<file path="src/rtl/sample_player.sv">
// Sample playback engine: a small sample FIFO drained at a fixed tick rate
// into a registered sample output for a PWM DAC, with priming and underrun tracking.
module sample_player #(
  parameter int unsigned SAMPLE_WIDTH = 8,
  parameter int unsigned FIFO_AW      = 4,
  parameter int unsigned TICK_DIV     = 2048,
  parameter int unsigned PRIME_LEVEL  = 8
) (
  input  logic                    i_clk,
  input  logic                    i_rst_n,
  input  logic [SAMPLE_WIDTH-1:0] i_wr_data,
  input  logic                    i_wr_valid,
  output logic                    o_wr_ready,
  input  logic                    i_play,
  output logic [SAMPLE_WIDTH-1:0] o_sample,
  output logic                    o_sample_strobe,
  output logic                    o_underrun,
  output logic [7:0]              o_underrun_cnt,
  output logic [FIFO_AW:0]        o_fifo_level,
  output logic                    o_busy
);

  localparam int unsigned DEPTH_N = 1 << FIFO_AW;
  localparam logic [FIFO_AW:0] DEPTH = {1'b1, {FIFO_AW{1'b0}}};
  localparam logic [FIFO_AW:0] PRIME_LVL = (FIFO_AW+1)'(PRIME_LEVEL);
  localparam logic [15:0] DIV_MAX = 16'(TICK_DIV - 1);
  localparam logic [SAMPLE_WIDTH-1:0] MID = {1'b1, {(SAMPLE_WIDTH-1){1'b0}}};

  typedef enum logic [1:0] {
    ST_IDLE  = 2'd0,
    ST_PRIME = 2'd1,
    ST_PLAY  = 2'd2
  } state_t;

  state_t                  r_state;
  logic [15:0]             r_div;
  logic [SAMPLE_WIDTH-1:0] r_mem [DEPTH_N];
  logic [FIFO_AW-1:0]      r_wr_ptr;
  logic [FIFO_AW-1:0]      r_rd_ptr;
  logic [FIFO_AW:0]        r_level;
  logic [SAMPLE_WIDTH-1:0] r_sample;
  logic                    r_strobe;
  logic                    r_underrun;
  logic [7:0]              r_ucnt;

  logic                    w_full;
  logic                    w_empty;
  logic                    w_push;
  logic                    w_tick;
  logic                    w_pop;
  logic                    w_stop;
  logic [SAMPLE_WIDTH-1:0] w_head;

  assign w_full  = (r_level == DEPTH);
  assign w_empty = (r_level == '0);
  assign w_push  = i_wr_valid && !w_full;
  // Tick is suppressed on the cycle play drops so the stop edge never races a pop.
  assign w_tick  = (r_state == ST_PLAY) && i_play && (r_div == DIV_MAX);
  // Emptiness is judged on the registered level, so a same-cycle write cannot satisfy the tick.
  assign w_pop   = w_tick && !w_empty;
  assign w_stop  = (r_state != ST_IDLE) && !i_play;
  assign w_head  = r_mem[r_rd_ptr];

  always_ff @(posedge i_clk) begin
    if (w_push) begin
      r_mem[r_wr_ptr] <= i_wr_data;
    end
  end

  always_ff @(posedge i_clk or negedge i_rst_n) begin
    if (!i_rst_n) begin
      r_wr_ptr <= '0;
      r_rd_ptr <= '0;
      r_level  <= '0;
    end else begin
      if (w_push) begin
        r_wr_ptr <= r_wr_ptr + 1'b1;
      end
      if (w_pop) begin
        r_rd_ptr <= r_rd_ptr + 1'b1;
      end
      unique case ({w_push, w_pop})
        2'b10:   r_level <= r_level + 1'b1;
        2'b01:   r_level <= r_level - 1'b1;
        default: r_level <= r_level;
      endcase
    end
  end

  always_ff @(posedge i_clk or negedge i_rst_n) begin
    if (!i_rst_n) begin
      r_state    <= ST_IDLE;
      r_div      <= '0;
      r_sample   <= MID;
      r_strobe   <= 1'b0;
      r_underrun <= 1'b0;
      r_ucnt     <= '0;
    end else begin
      r_strobe   <= 1'b0;
      r_underrun <= 1'b0;

      if (w_pop) begin
        r_sample <= w_head;
        r_strobe <= 1'b1;
      end

      if (w_tick && w_empty) begin
        r_underrun <= 1'b1;
        if (r_ucnt != 8'hFF) begin
          r_ucnt <= r_ucnt + 1'b1;
        end
      end

      if (w_stop && (r_sample != MID)) begin
        r_sample <= MID;
        r_strobe <= 1'b1;
      end

      unique case (r_state)
        ST_IDLE: begin
          r_div <= '0;
          if (i_play) begin
            r_state <= ST_PRIME;
            r_ucnt  <= '0;
          end
        end
        ST_PRIME: begin
          r_div <= '0;
          if (!i_play) begin
            r_state <= ST_IDLE;
          end else if (r_level >= PRIME_LVL) begin
            r_state <= ST_PLAY;
          end
        end
        ST_PLAY: begin
          if (!i_play) begin
            r_state <= ST_IDLE;
            r_div   <= '0;
          end else if (r_div == DIV_MAX) begin
            r_div <= '0;
          end else begin
            r_div <= r_div + 1'b1;
          end
        end
        default: begin
          r_state <= ST_IDLE;
          r_div   <= '0;
        end
      endcase
    end
  end

  assign o_wr_ready      = !w_full;
  assign o_sample        = r_sample;
  assign o_sample_strobe = r_strobe;
  assign o_underrun      = r_underrun;
  assign o_underrun_cnt  = r_ucnt;
  assign o_fifo_level    = r_level;
  assign o_busy          = (r_state != ST_IDLE);

endmodule

</file>
<file path="config.mk">
export PLATFORM = sky130hd
export DESIGN_NAME = sample_player
export DESIGN_NICKNAME = d
export VERILOG_FILES = /design/src/rtl/sample_player.sv
export SDC_FILE = /design/constraint.sdc
export NUM_CORES = 1
export LEC_CHECK = 0
export ABC_AREA = 0
export CAP_MARGIN = 20
export CELL_PAD_IN_SITES_DETAIL_PLACEMENT = 1
export CELL_PAD_IN_SITES_GLOBAL_PLACEMENT = 2
export CORE_ASPECT_RATIO = 0.5
export CORE_UTILIZATION = 42
export CTS_BUF_LIST = sky130_fd_sc_hd__clkbuf_2 sky130_fd_sc_hd__clkbuf_4 sky130_fd_sc_hd__clkbuf_8
export CTS_CLUSTER_DIAMETER = 80
export DETAILED_ROUTE_END_ITERATION = 12
export GPL_TIMING_DRIVEN = 0
export PLACE_DENSITY_LB_ADDON = 0.12
export SKIP_CTS_REPAIR_TIMING = 1
export SLEW_MARGIN = 15
export SYNTH_ARGS = -nofsm -noshare
export SYNTH_HDL_FRONTEND = slang
export SYNTH_SLANG_ARGS = --single-unit
</file>
<file path="constraint.sdc">
create_clock -name i_clk -period 2.7 [get_ports i_clk]
set_input_delay 0.54 -clock i_clk [delete_from_list [all_inputs] [get_ports i_clk]]
set_output_delay 0.54 -clock i_clk [all_outputs]
set_load 0.02 [all_outputs]
</file>
Word level (Yosys, flattened, before mapping). Memories as Yosys holds them, arrays and structs flattened. Cells that the tools add are included.

Add/sub/neg operators: 6. Multiplexer cells: 20. $lt $le $gt $ge: 1. Eq/ne operators: 11. Reductions and logical operators: 16.

Operator list (count): 16-bit two-way mux (3); 8-bit two-way mux (6); 16-bit by 1-bit adder with 16-bit output, second input constant (1); 16-bit by 11-bit == test with 1-bit output, second input constant (1); 8-bit != test, second input constant (2); 5-bit one-hot mux with 2 select lines (1); 4-bit by 1-bit adder with 4-bit output, second input constant (2); 8-bit by 1-bit adder with 8-bit output, second input constant (1); 2-bit two-way mux (4); 1-bit logical AND (7); 2-bit one-hot mux with 3 select lines (1); 2-bit nonzero test (3); 5-bit by 1-bit adder with 5-bit output, second input constant (1); 5-bit == test, second input constant (1); 5-bit by 4-bit greater-or-equal comparator with 1-bit output, second input constant (1); 5-bit logical NOT (1); 1-bit two-way mux (5); 5-bit by 1-bit subtractor with 5-bit output, second input constant (1); 2-bit by 1-bit == test with 1-bit output, second input constant (2); 2-bit == test, second input constant (2); 2-bit != test, second input constant (2); 1-bit logical NOT (3); 3-bit != test, second input constant (1); 3-bit AND reduction (1); 2-bit logical NOT (1).

Bits in writable memories: 128. Flip-flop bits (word level): 49. Output and inout bits: 25. Memories: 1.

Memory list: r_mem (depth 16, bits a word 8, read ports 1, clocked after memory_dff 0, write ports 1, RTL line 37) `logic [SAMPLE_WIDTH-1:0] r_mem [DEPTH_N];`.

Logic depth before layout (Yosys ltp).
Depth in word-level cells: 7. Gate-level depth with buffers: 12. Depth with buffers taken out: 11.

Worst setup path before layout. OpenSTA, ideal clock, no wires.

Path type: reg-to-reg. Start point: register r_level[0] (netlist: o_fifo_level[0]). End point: register r_level[4] (netlist: o_fifo_level[4]). Data arrival time: 2.644 ns. Stages on the path, launching flop included: 13. Library setup time: 0.080 ns. Slack: -0.024 ns. Period minus slack after synthesis: 2.724 ns. Cell sequence: dfrtp_1 > or3_1 > o31a_1 > clkbuf_1 > inv_1 > ha_1 > clkbuf_1 > xor2_1 > ha_1 > and3b_1 > o21ai_0 > a21oi_1 > xnor2_1.

Cells in the longest elaborated chain, start to end: 5.

RTL lines: from (decl) (RTL line 40) `logic [FIFO_AW:0] r_level;`; from (signal assigned) (RTL line 83) `2'b10: r_level <= r_level + 1'b1;`; from (signal assigned) (RTL line 84) `2'b01: r_level <= r_level - 1'b1;`; from (signal assigned) (RTL line 85) `default: r_level <= r_level;`; 5-bit == test or 5-bit logical NOT (tied branches) (RTL line 54, 55); 1-bit logical NOT, on equally long branches (RTL line 56, 60); 1-bit logical AND, on equally long branches (RTL line 56, 60); 2-bit by 1-bit == test with 1-bit output or 2-bit == test (tied branches) (RTL line 82) `unique case ({w_push, w_pop})`; 5-bit one-hot mux with 2 select lines or 2-bit nonzero test (tied branches).

Several ways; a longest one is shown, not always the timed one. A chain may end at the register's enable or synchronous reset.

Worst setup path in the final report.
Start point: register r_level[1] (netlist: o_fifo_level[1]). End point: register r_level[4] (netlist: o_fifo_level[4]).

The elaborated chain is that of the path after synthesis.

==> impl_metrics.py <==
metrics = {
    "power": {
        "switching_share_pct": 23.59,
        "power_frac_seq_pct": 61.4,
        "internal_power_w": 0.003643,
        "clkPwrFrac_pct": 36.3,
        "max-vdd-ir-drop_uv": 340.2,
        "switchingPower_w": 0.001125,
        "combinationalPowerShare_pct": 2.3,
        "power_density_nw_per_um2": 543.9,
        "leakagePower_nw": 2.971,
    },
    "clocking": {
        "cts-root-buf": "clkbuf_8",
        "cts.sinks": 177,
        "clock_latency_ps": 470,
        "cts_buffers": 17,
        "tritoncts": "yes",
        "clk_pin_slew_ps": 90,
        "htreeDepth": 4,
        "clk_path_buf_depth": 2,
    },
    "sta": {
        "finalSetupViolCount": 0,
        "post-route-period-util_pct": 96.88,
        "clock_skew_ps": 12.95,
        "tns_ps": 0,
        "slew_violations": 0,
        "slew_headroom_pct": 45.74,
        "timing.fmax_ghz": 0.3823,
        "rsz0062_at_grt": "yes",
        "hold_viol": 0,
        "worst_pin_slew_ps": 810.8,
        "fin_crit_ps": 2616,
    },
    "critical_path": {
        "max_stage_delay_ps": 460,
        "r2r_slack_ps": 80,
        "crit_type": "reg2reg",
        "startpoint": "o_fifo_level[1]$_DFFE_PN0P_",
        "crit_slowest_cell": "dfrtp_2",
        "worst-path-max-fanout": 8,
        "critPathTopFamily": "compound AO/OA/AOI/OAI gates",
        "path_cells": "or3_4 -> o31a_4 -> inv_1 -> ha_1 -> buf_6 -> xor2_1 -> ha_2 -> and3b_1 -> o21ai_0 -> a21oi_1 -> xnor2_1",
        "arrival_ps": 3010,
        "rr_startpoint": "o_fifo_level[1]$_DFFE_PN0P_",
        "path_buf_inv": 2,
        "end_kind": "flop",
        "worstPathRequired_ps": 3090,
        "worst_setup_path_start_kind": "flop",
    },
    "global_routing": {
        "grt_pass1_wl_um": 26630,
        "grt_remaining_overflow": 0,
        "grt_pass1_vias": 4407,
        "grt_max_degree": 50,
        "grt_usage_pct": 19.69,
        "antenna_found_initial": 0,
    },
    "outcome": {
        "violations": "DRC",
        "status": "finished with violations",
    },
    "die": {
        "die_area_um2": 18730,
        "rows": 34,
        "io_pins": 37,
        "die_w_um": 192.6,
        "coreArea_um2": 17570,
        "dieHeight_um": 97.28,
        "start_util_pct": 43.41,
    },
    "finish": {
        "final_common_cell": "edfxtp_1",
        "nets": 559,
        "final_cell_mix": "128 x edfxtp_1, 44 x dfrtp_1, 34 x clkdlybuf4s50_1, 32 x nor2_1, 32 x mux4_2",
        "fin_area_um2": 8766,
        "diodes": 0,
        "final_layout_size_suffix_gt1_share_pct": 22.40,
        "areaGrowthSynthToFinish_pct": 14.95,
    },
    "synthesis": {
        "synth_area_um2": 7626,
        "yosys_warnings": 0,
        "postSynthCellCount": 474,
        "syn_nets": 496,
        "syn_area_per_cell_um2": 16.09,
        "synthTopCellsByArea": "edfxtp_1 50%, dfrtp_1 16%, mux4_2 9.5%, mux2i_1 3.9%, xor2_1 1.8%",
        "ys.flop_type": "edfxtp_1",
        "ys_types": 52,
        "synth-seq-cells": 177,
        "synth-edff-count": 128,
        "yosysTopAreaCell": "edfxtp_1",
        "synth_top_area_share_pct": 50.40,
        "async_reset_ff_share_pct": 27.68,
        "ys_seq_area_share_pct": 66.50,
    },
    "placement": {
        "place.port_buffers": 36,
        "globalplace.congestion": 0.7546,
        "placed_area_um2": 8300,
        "place_hpwl_um": 11160,
    },
    "detailed_routing": {
        "vias": 4207,
        "wl_per_cell_um": 21.40,
        "wl_um": 16760,
        "drt_iter0_drc": 276,
        "dr.pass1.iters": 8,
        "drtAntennaViolNets": 0,
        "via_per_inst": 5.373,
        "drc_errors": 2,
    },
    "min_path": {
        "hold_class": "in2async",
    },
    "run": {
        "drv_cap": 0,
    },
}
worst reg2reg max path, stage by stage (launching register included):
cell	delay, ps
dfrtp_2	460
or3_4	410
o31a_4	370
inv_1	80
ha_1	170
buf_6	130
xor2_1	160
ha_2	210
and3b_1	140
o21ai_0	70
a21oi_1	200
xnor2_1	140
per-layer routing:
metal  part of all wire, %  vias up  global-route usage, %
li1                      -     1937                      -
met1                    50     2199                  29.63
met2                    45       57                  28.83
met3                   3.3       14                  4.442
met4                  0.94        0                  4.906
met5                     0        -                      0
cell usage after synthesis (2+ instances only):
master,n
or4_1,4
a21oi_1,8
and4_1,2
or2_2,3
nand2b_1,7
and2_1,2
mux4_2,32
xor2_1,16
inv_1,6
nand2_1,30
ha_1,10
nor4_1,4
xnor2_1,9
mux2i_1,30
nand3_1,9
clkbuf_1,7
nor2_1,32
nor4b_1,4
buf_4,5
buf_1,3
dfrtp_1,48
and3b_1,3
edfxtp_1,128
o21ai_0,4
nor3_1,12
nand4_1,8
nand4_4,2
mux2_2,10
nor2b_1,2
o31ai_1,4
or3_1,3
buf_2,6
and4_2,2
per-stage QoR:
step           hold slack [ps]  std cells  total power [W]  setup slack [ps]  util [%]
3_5_place_dp             479.5        745         0.003097            -523.7     47.24
4_1_cts                  112.4        776         0.004820            -202.1     49.27
5_1_grt                  136.9        783         0.004943            -70.96     49.89
6_report                 104.8        783         0.004768             84.28     49.89
3_3_place_gp             481.6        744         0.003094            -597.1     47.13
2_1_floorplan            244.4        474         0.003017             67.66         -
worst paths after layout:
path | endpoint | depth (start not counted)
max | o_fifo_level[4]$_DFFE_PN0P_ | 11
min in group i_clk | o_fifo_level[2]$_DFFE_PN0P_ | 1
min | r_div[6]$_DFF_PN0_ | 1
max in group asynchronous | o_fifo_level[1]$_DFFE_PN0P_ | 1
max reg2reg | o_fifo_level[4]$_DFFE_PN0P_ | 11
min reg2reg | o_fifo_level[2]$_DFFE_PN0P_ | 1
state kept, by name, indices dropped and copies added (netlist names):
register / flops
r_state: 2
o_underrun_cnt: 8
o_underrun: 1
o_sample_strobe: 1
r_mem: 128
r_div: 16
r_wr_ptr: 4
o_sample: 8
o_fifo_level: 5
r_rd_ptr: 4
kinds of logic after synthesis:
group | synth area share [%]
adders and majority gates | 1.641
xor gates and xnor gates | 2.871
and+or+nand+nor | 10.37
DFF | 66.50
AOI/OAI and AO/OA | 1.936
muxes | 14.86
buffers and inverters | 1.821
power groups by stage:
stage	registers (W)	logic (W)	clock network [W]
after floorplan	0.00298	0.0000325	0
after global placement	0.00299	0.000107	0
after detailed placement	0.00299	0.000110	0
after CTS	0.00293	0.000111	0.00178
after global routing	0.00293	0.000122	0.00189
final	0.00293	0.000109	0.00173
cell type report:
class                   instances  area (um^2)
inverters                       6        22.52
repair buffers                 45        427.9
clock inverters                11        100.1
multi-input cells             269         2470
clock buffers                  20        256.5
fillers                      1699         8803
flip-flops and latches        177         5076
well taps                     234        292.8
plain buffers                  21        120.1
Power figures use the tool's default switching activity.
==> variant 1: new RTL, same flow settings <==
Put one more register stage on the output `o_fifo_level`, without a reset. The value now appears one clock later. The other outputs are not delayed to match.
--- a/src/rtl/sample_player.sv
+++ b/src/rtl/sample_player.sv
@@ -155,7 +155,9 @@
   assign o_sample_strobe = r_strobe;
   assign o_underrun      = r_underrun;
   assign o_underrun_cnt  = r_ucnt;
-  assign o_fifo_level    = r_level;
+  always_ff @(posedge i_clk) begin
+    o_fifo_level <= r_level;
+  end
   assign o_busy          = (r_state != ST_IDLE);
 
 endmodule
Formal check against the unedited RTL: not equivalent (Yosys sat finds a counterexample within 4 cycles, from zero or initial values and one cycle with i_rst_n low).
==> variant 1 against the original RTL <==
Wire length hardly changed. Via count up 0.97%. Synthesized area grew 1.3%. Setup slack worse by 0.033 ns. Power grew 4.3%. Sequential cell count is 5 higher. Fmax fell by 1.2%. Final area increased by 0.78%. Highest routed layer unchanged.
==> variant 1: results (changes against the original RTL) <==
* Clk_skew at 0.0173 ns (was 0.0130 ns)
* Clock latency on the worst-skew pair at 0.47 ns (about the same)
* Top cells by area, synth: edfxtp_1 (50%), dfrtp_1 (16%), mux4_2 (9.3%) (was edfxtp_1 (50%), dfrtp_1 (16%), mux4_2 (9.5%))
* Flop-to-flop setup slack at 0.05 ns (was 0.08 ns)
* Synthesized instance count at 479 (was 474)
* Met3 GRT Util at 0.0442 (was 0.0444)
* Wire length of the first global-routing pass at 26500 µm (was 26600 µm)
* WL met2 at 7590 µm (was 7620 µm)
* Max Transition Viols Final at 0 (unchanged)
* Rel. slew slack at 0.445 (was 0.457)
* CTS clk-pin slew, worst paths at 0.10 ns
* Worst min path class: in2async (unchanged)
* RR Endpoint: r_level[4] (was o_fifo_level[4])
* Largest regs: r_mem: 128 flops, r_div: 16 flops (unchanged)
* Dpl ws at -0.688 ns (was -0.524 ns)
* Cells on worst reg2reg path at 10 (was 11)
* Tot GR Track Use at 0.191 (was 0.197)
* Top cells by count, synth: edfxtp_1 (128), dfrtp_1 (48), mux4_2 (32), nor2_1 (32) (unchanged)
* Initial drt markers at 227 (was 276)
* Share of layout cells above drive strength 1 at 0.206 (was 0.224)
* Finished Layout Cells at 782 (was 783)
* TritonCTS Buffers at 17 (unchanged)
* Drt total wl at 16700 µm (was 16800 µm)
* Lkg Pwr at 0.00299 µW (was 0.00297 µW)
* Placer Congestion at 0.767 (was 0.755)
* Vias at 4248 (was 4207)
* DR pass1 iterations at 4 (was 8)
* DP Area at 0.00840 mm² (was 0.00830 mm²)
* Initial antenna violation count at 0 (unchanged)
* WL met3 at 625 µm (was 548 µm)
* H-Tree Depth at 4 (unchanged)
* Met1 Use GR at 0.274 (was 0.296)
* M1 WL at 8320 µm (was 8430 µm)
* Warnings, synthesis at 0 (unchanged)
* M2 GR Usage at 0.295 (was 0.288)
* Asr flop ratio synth at 0.269 (was 0.277)
* Placed insts at 750 (was 745)
* WHS at 0.0931 ns (was 0.105 ns)
* Status: complete, no violations (was finished, violations left)
* Mapped Nets at 501 (was 496)
* Final HPWL DP at 11200 µm (about the same)
* EDFF count, synth at 128 (unchanged)
* Vias in the first global route at 4412 (was 4407)
* Largest net degree at the start of global routing at 50 (unchanged)
* Number of port buffers at 36 (unchanged)
* Fin nets at 557 (was 559)
* Synth Flop Type: edfxtp_1 (unchanged)
* Origin of the critical flop-to-flop path: r_level[0] (was o_fifo_level[1])
* Highest Signal Layer: met4 (unchanged)
* Max IR drop VDD at 0.321 mV (was 0.340 mV)
* Maximum fanout along the worst path at 8 (unchanged)
* CP Data Arrival Time at 3.03 ns (was 3.01 ns)
* Post-synthesis sequential area ratio at 0.669 (was 0.665)
* Synth cell types at 53 (was 52)
* CTS root buf: clkbuf_8 (unchanged)
==> variant 1: cell count changes after synthesis <==
cell	unedited run	this run
dfxtp_1	0	5
==> variant 1: worst max-delay path, cell delays in order (launching register included) <==
cell and delay [ns]:
dfrtp_2 0.47, or3_1 0.46, o31a_1 0.39, inv_2 0.11
ha_4 0.19, xor2_1 0.17, ha_1 0.21, and3b_1 0.15
o21ai_0 0.09, a21oi_1 0.20, xnor2_1 0.14
==> variant 1: metrics by stage <==
step,power [µW],setup TNS [ns]
2_1_floorplan,3090,0
3_3_place_gp,3170,-50.97
3_5_place_dp,3170,-17.98
4_1_cts,5010,-0.935
5_1_grt,5130,-0.0947
6_report,4970,0
==> variant 1: layout make-up <==
type,count,area [µm²]
Tap cell,234,293
Multi-Input combinational cell,269,2460
Sequential cell,182,5170
Fill cell,1722,8860
Clock inverter,12,138
Clock buffer,20,256
Buffer,20,109
Timing Repair Buffer,39,380
Inverter,6,22.5
==> variant 1: power by group <==
group | switching, µW | internal [µW]
registers | 6.81 | 2990
clock network | 1070 | 795
logic | 76.3 | 32.0
==> variant 1: worst max path at each step <==
stage                           from          to  slack [ns]  cells after the start
final                     r_level[0]  r_level[4]        0.05                     10
after CTS                 r_level[0]  r_level[4]       -0.33                     12
after global routing      r_level[0]  r_level[4]       -0.09                     10
after global placement        i_play  r_level[4]       -0.66                     12
after detailed placement      i_play  r_level[4]       -0.69                     12
after floorplan           r_level[0]  r_level[4]        0.08                     12
==> variant 1: cell families (layout without fill, tap and decap cells) <==
logic type / count (synthesis) / count (layout) / synth area share
compound gates: 23 / 23 / 0.0191
xor+xnor: 25 / 25 / 0.0283
fa+ha+maj: 10 / 10 / 0.0162
buf+inv: 28 / 97 / 0.0180
flops: 182 / 182 / 0.669
mux: 72 / 72 / 0.147
simple gates: 139 / 139 / 0.102
==> variant 2: new RTL, config.mk and constraints unchanged <==
Made on the original files. Change the parameter `FIFO_AW` from 4 to 5.
--- a/src/rtl/sample_player.sv
+++ b/src/rtl/sample_player.sv
@@ -2,7 +2,7 @@
 // into a registered sample output for a PWM DAC, with priming and underrun tracking.
 module sample_player #(
   parameter int unsigned SAMPLE_WIDTH = 8,
-  parameter int unsigned FIFO_AW      = 4,
+  parameter int unsigned FIFO_AW      = 5,
   parameter int unsigned TICK_DIV     = 2048,
   parameter int unsigned PRIME_LEVEL  = 8
 ) (
Ports: changed (resized o_fifo_level); port bits go from 37 to 38. No check against the original RTL was run, so the function may have changed too.
==> variant 2 against the original RTL <==
The run ends with design-rule violations, negative setup slack left. Clock skew grew 0.0075 ns. Synthesized area grew 66%. Sequential share of layout area grew 2.3 points. Power grew 130%. Largest power group unchanged. Cell count grew 66%. Sequential cell count grew 131. Setup slack lost 0.31 ns. Largest cell class unchanged. Final area grew 70%. Critical path depth grew 2. Global-route usage grew 3.5 points. Wire length grew 110%.
==> variant 2: results (changes against the original RTL) <==
* Maximum fanout along the worst path at 5 (was 8)
* Asr flop ratio synth at 0.169 (was 0.277)
* Status: finished, violations left (unchanged)
* Critical-path top delay cell: or3_4 (was dfrtp_2)
* Max stage delay on crit path at 0.44 ns (was 0.46 ns)
* Synth cell types at 59 (was 52)
* Vias at 7522 (was 4207)
* Clock buffer depth at 3 (was 2)
* CP Data Arrival Time at 3.43 ns (was 3.01 ns)
* Final HPWL DP at 22800 µm (was 11200 µm)
* Initial drt markers at 544 (was 276)
* Top cells by area, synth: edfxtp_1 (61%), dfrtp_1 (10%), mux4_2 (8.0%) (was edfxtp_1 (50%), dfrtp_1 (16%), mux4_2 (9.5%))
* Final setup margin at -0.226 ns (was 0.0843 ns)
* Wire length of the first global-routing pass at 50700 µm (was 26600 µm)
* DRC viols at 4 (was 2)
* Clock latency on the worst-skew pair at 0.59 ns (was 0.47 ns)
* Dpl ws at -0.937 ns (was -0.524 ns)
* Finished Layout Cells at 1299 (was 783)
* Post-synthesis compound-gate area fraction at 0.0478 (was 0.0194)
* M1 WL at 16200 µm (was 8430 µm)
* Rel. slew slack at 0.334 (was 0.457)
* Mux share of post-synthesis cell area at 0.117 (was 0.149)
* Setup_tns at -5.40 ns (was 0 ns)
* Failing checks: design-rule violations, negative setup slack (was design-rule violations)
* WL met2 at 16100 µm (was 7620 µm)
* Fin nets at 896 (was 559)
* XOR/XNOR Fraction of Synth Area at 0.0201 (was 0.0287)
* Setup violations, final at 76 (was 0)
* Design area at 0.0149 mm² (was 0.00877 mm²)
* Largest regs: r_mem: 256 flops, r_div: 16 flops (was r_mem: 128 flops, r_div: 16 flops)
* Number of port buffers at 37 (was 36)
* Largest net degree at the start of global routing at 53 (was 50)
variant 2: changes by cell type after synthesis, moves of 8 or more:
cell / unedited run / this run
mux2i_1: 30 / 44
clkbuf_1: 7 / 21
o21ai_0: 4 / 18
edfxtp_1: 128 / 256
xnor2_1: 9 / 19
nor2_1: 32 / 65
a221oi_1: 0 / 19
a21oi_1: 8 / 18
nand3_1: 9 / 20
mux2_2: 10 / 2
mux4_2: 32 / 45
inv_1: 6 / 15
variant 2: stage by stage:
stage,hold WS (ns),total power [µW]
2_1_floorplan,0.244,6380
3_3_place_gp,0.512,6950
3_5_place_dp,0.523,7000
4_1_cts,0.0187,10800
5_1_grt,0.0528,11300
6_report,0.00555,10900
variant 2: power by group through the flow:
| stage | clock network [µW] | registers (µW) | logic (µW) |
|---|---|---|---|
| 2_1_floorplan | 0 | 5730 | 647 |
| 4_1_cts | 3850 | 5630 | 1280 |
| 3_3_place_gp | 0 | 5710 | 1240 |
| 6_report | 3770 | 5710 | 1410 |
| 5_1_grt | 4040 | 5750 | 1510 |
| 3_5_place_dp | 0 | 5730 | 1280 |
variant 2: how the worst min path moves through the flow:
stage | from | end | slack (ns)
CTS | i_rst_n | r_div[2] | 0.02
global placement | r_state[0] | r_state[0] | 0.51
global route | i_rst_n | r_div[2] | 0.05
floorplan | i_rst_n | o_fifo_level[0] | 0.24
detailed placement | r_state[0] | r_state[0] | 0.52
finish | i_rst_n | r_div[9] | 0.006
variant 2: kinds of logic after synthesis:
| group | after synthesis |
|---|---|
| flip-flops | 308 |
| AND/OR/NAND/NOR | 197 |
| multiplexers | 91 |
| AO/OA/AOI/OAI | 85 |
| buffers and inverters | 57 |
| XOR/XNOR | 29 |
| adder cells (fa/ha/maj) | 10 |
variant 2: layer usage:
| metal | up-vias | global-route usage |
|---|---|---|
| met4 | 0 | 0.0505 |
| met1 | 4004 | 0.340 |
| met2 | 218 | 0.354 |
| li1 | 3256 | - |
| met3 | 44 | 0.0517 |
| met5 | - | 0 |
variant 2: final cells by class:
class	instances	area share
clock buffer	62	0.0509
buffer	37	0.0142
inverter	16	0.00444
multi-input combinational	412	0.254
tap	391	0.0328
timing repair buffer	54	0.0330
clock inverter	19	0.00796
sequential	308	0.602
variant 2: worst register-to-register path, cell delays in order (launching register included):
cell       delay (ns)
dfrtp_1          0.42
nand4_1          0.23
nor4_4           0.32
nand3_2          0.13
or3_4            0.44
inv_4            0.08
ha_4             0.13
buf_8            0.10
buf_4            0.11
nand3b_1         0.09
a2111oi_2        0.38
o21bai_1         0.12
a21oi_1          0.17
xor2_1           0.16
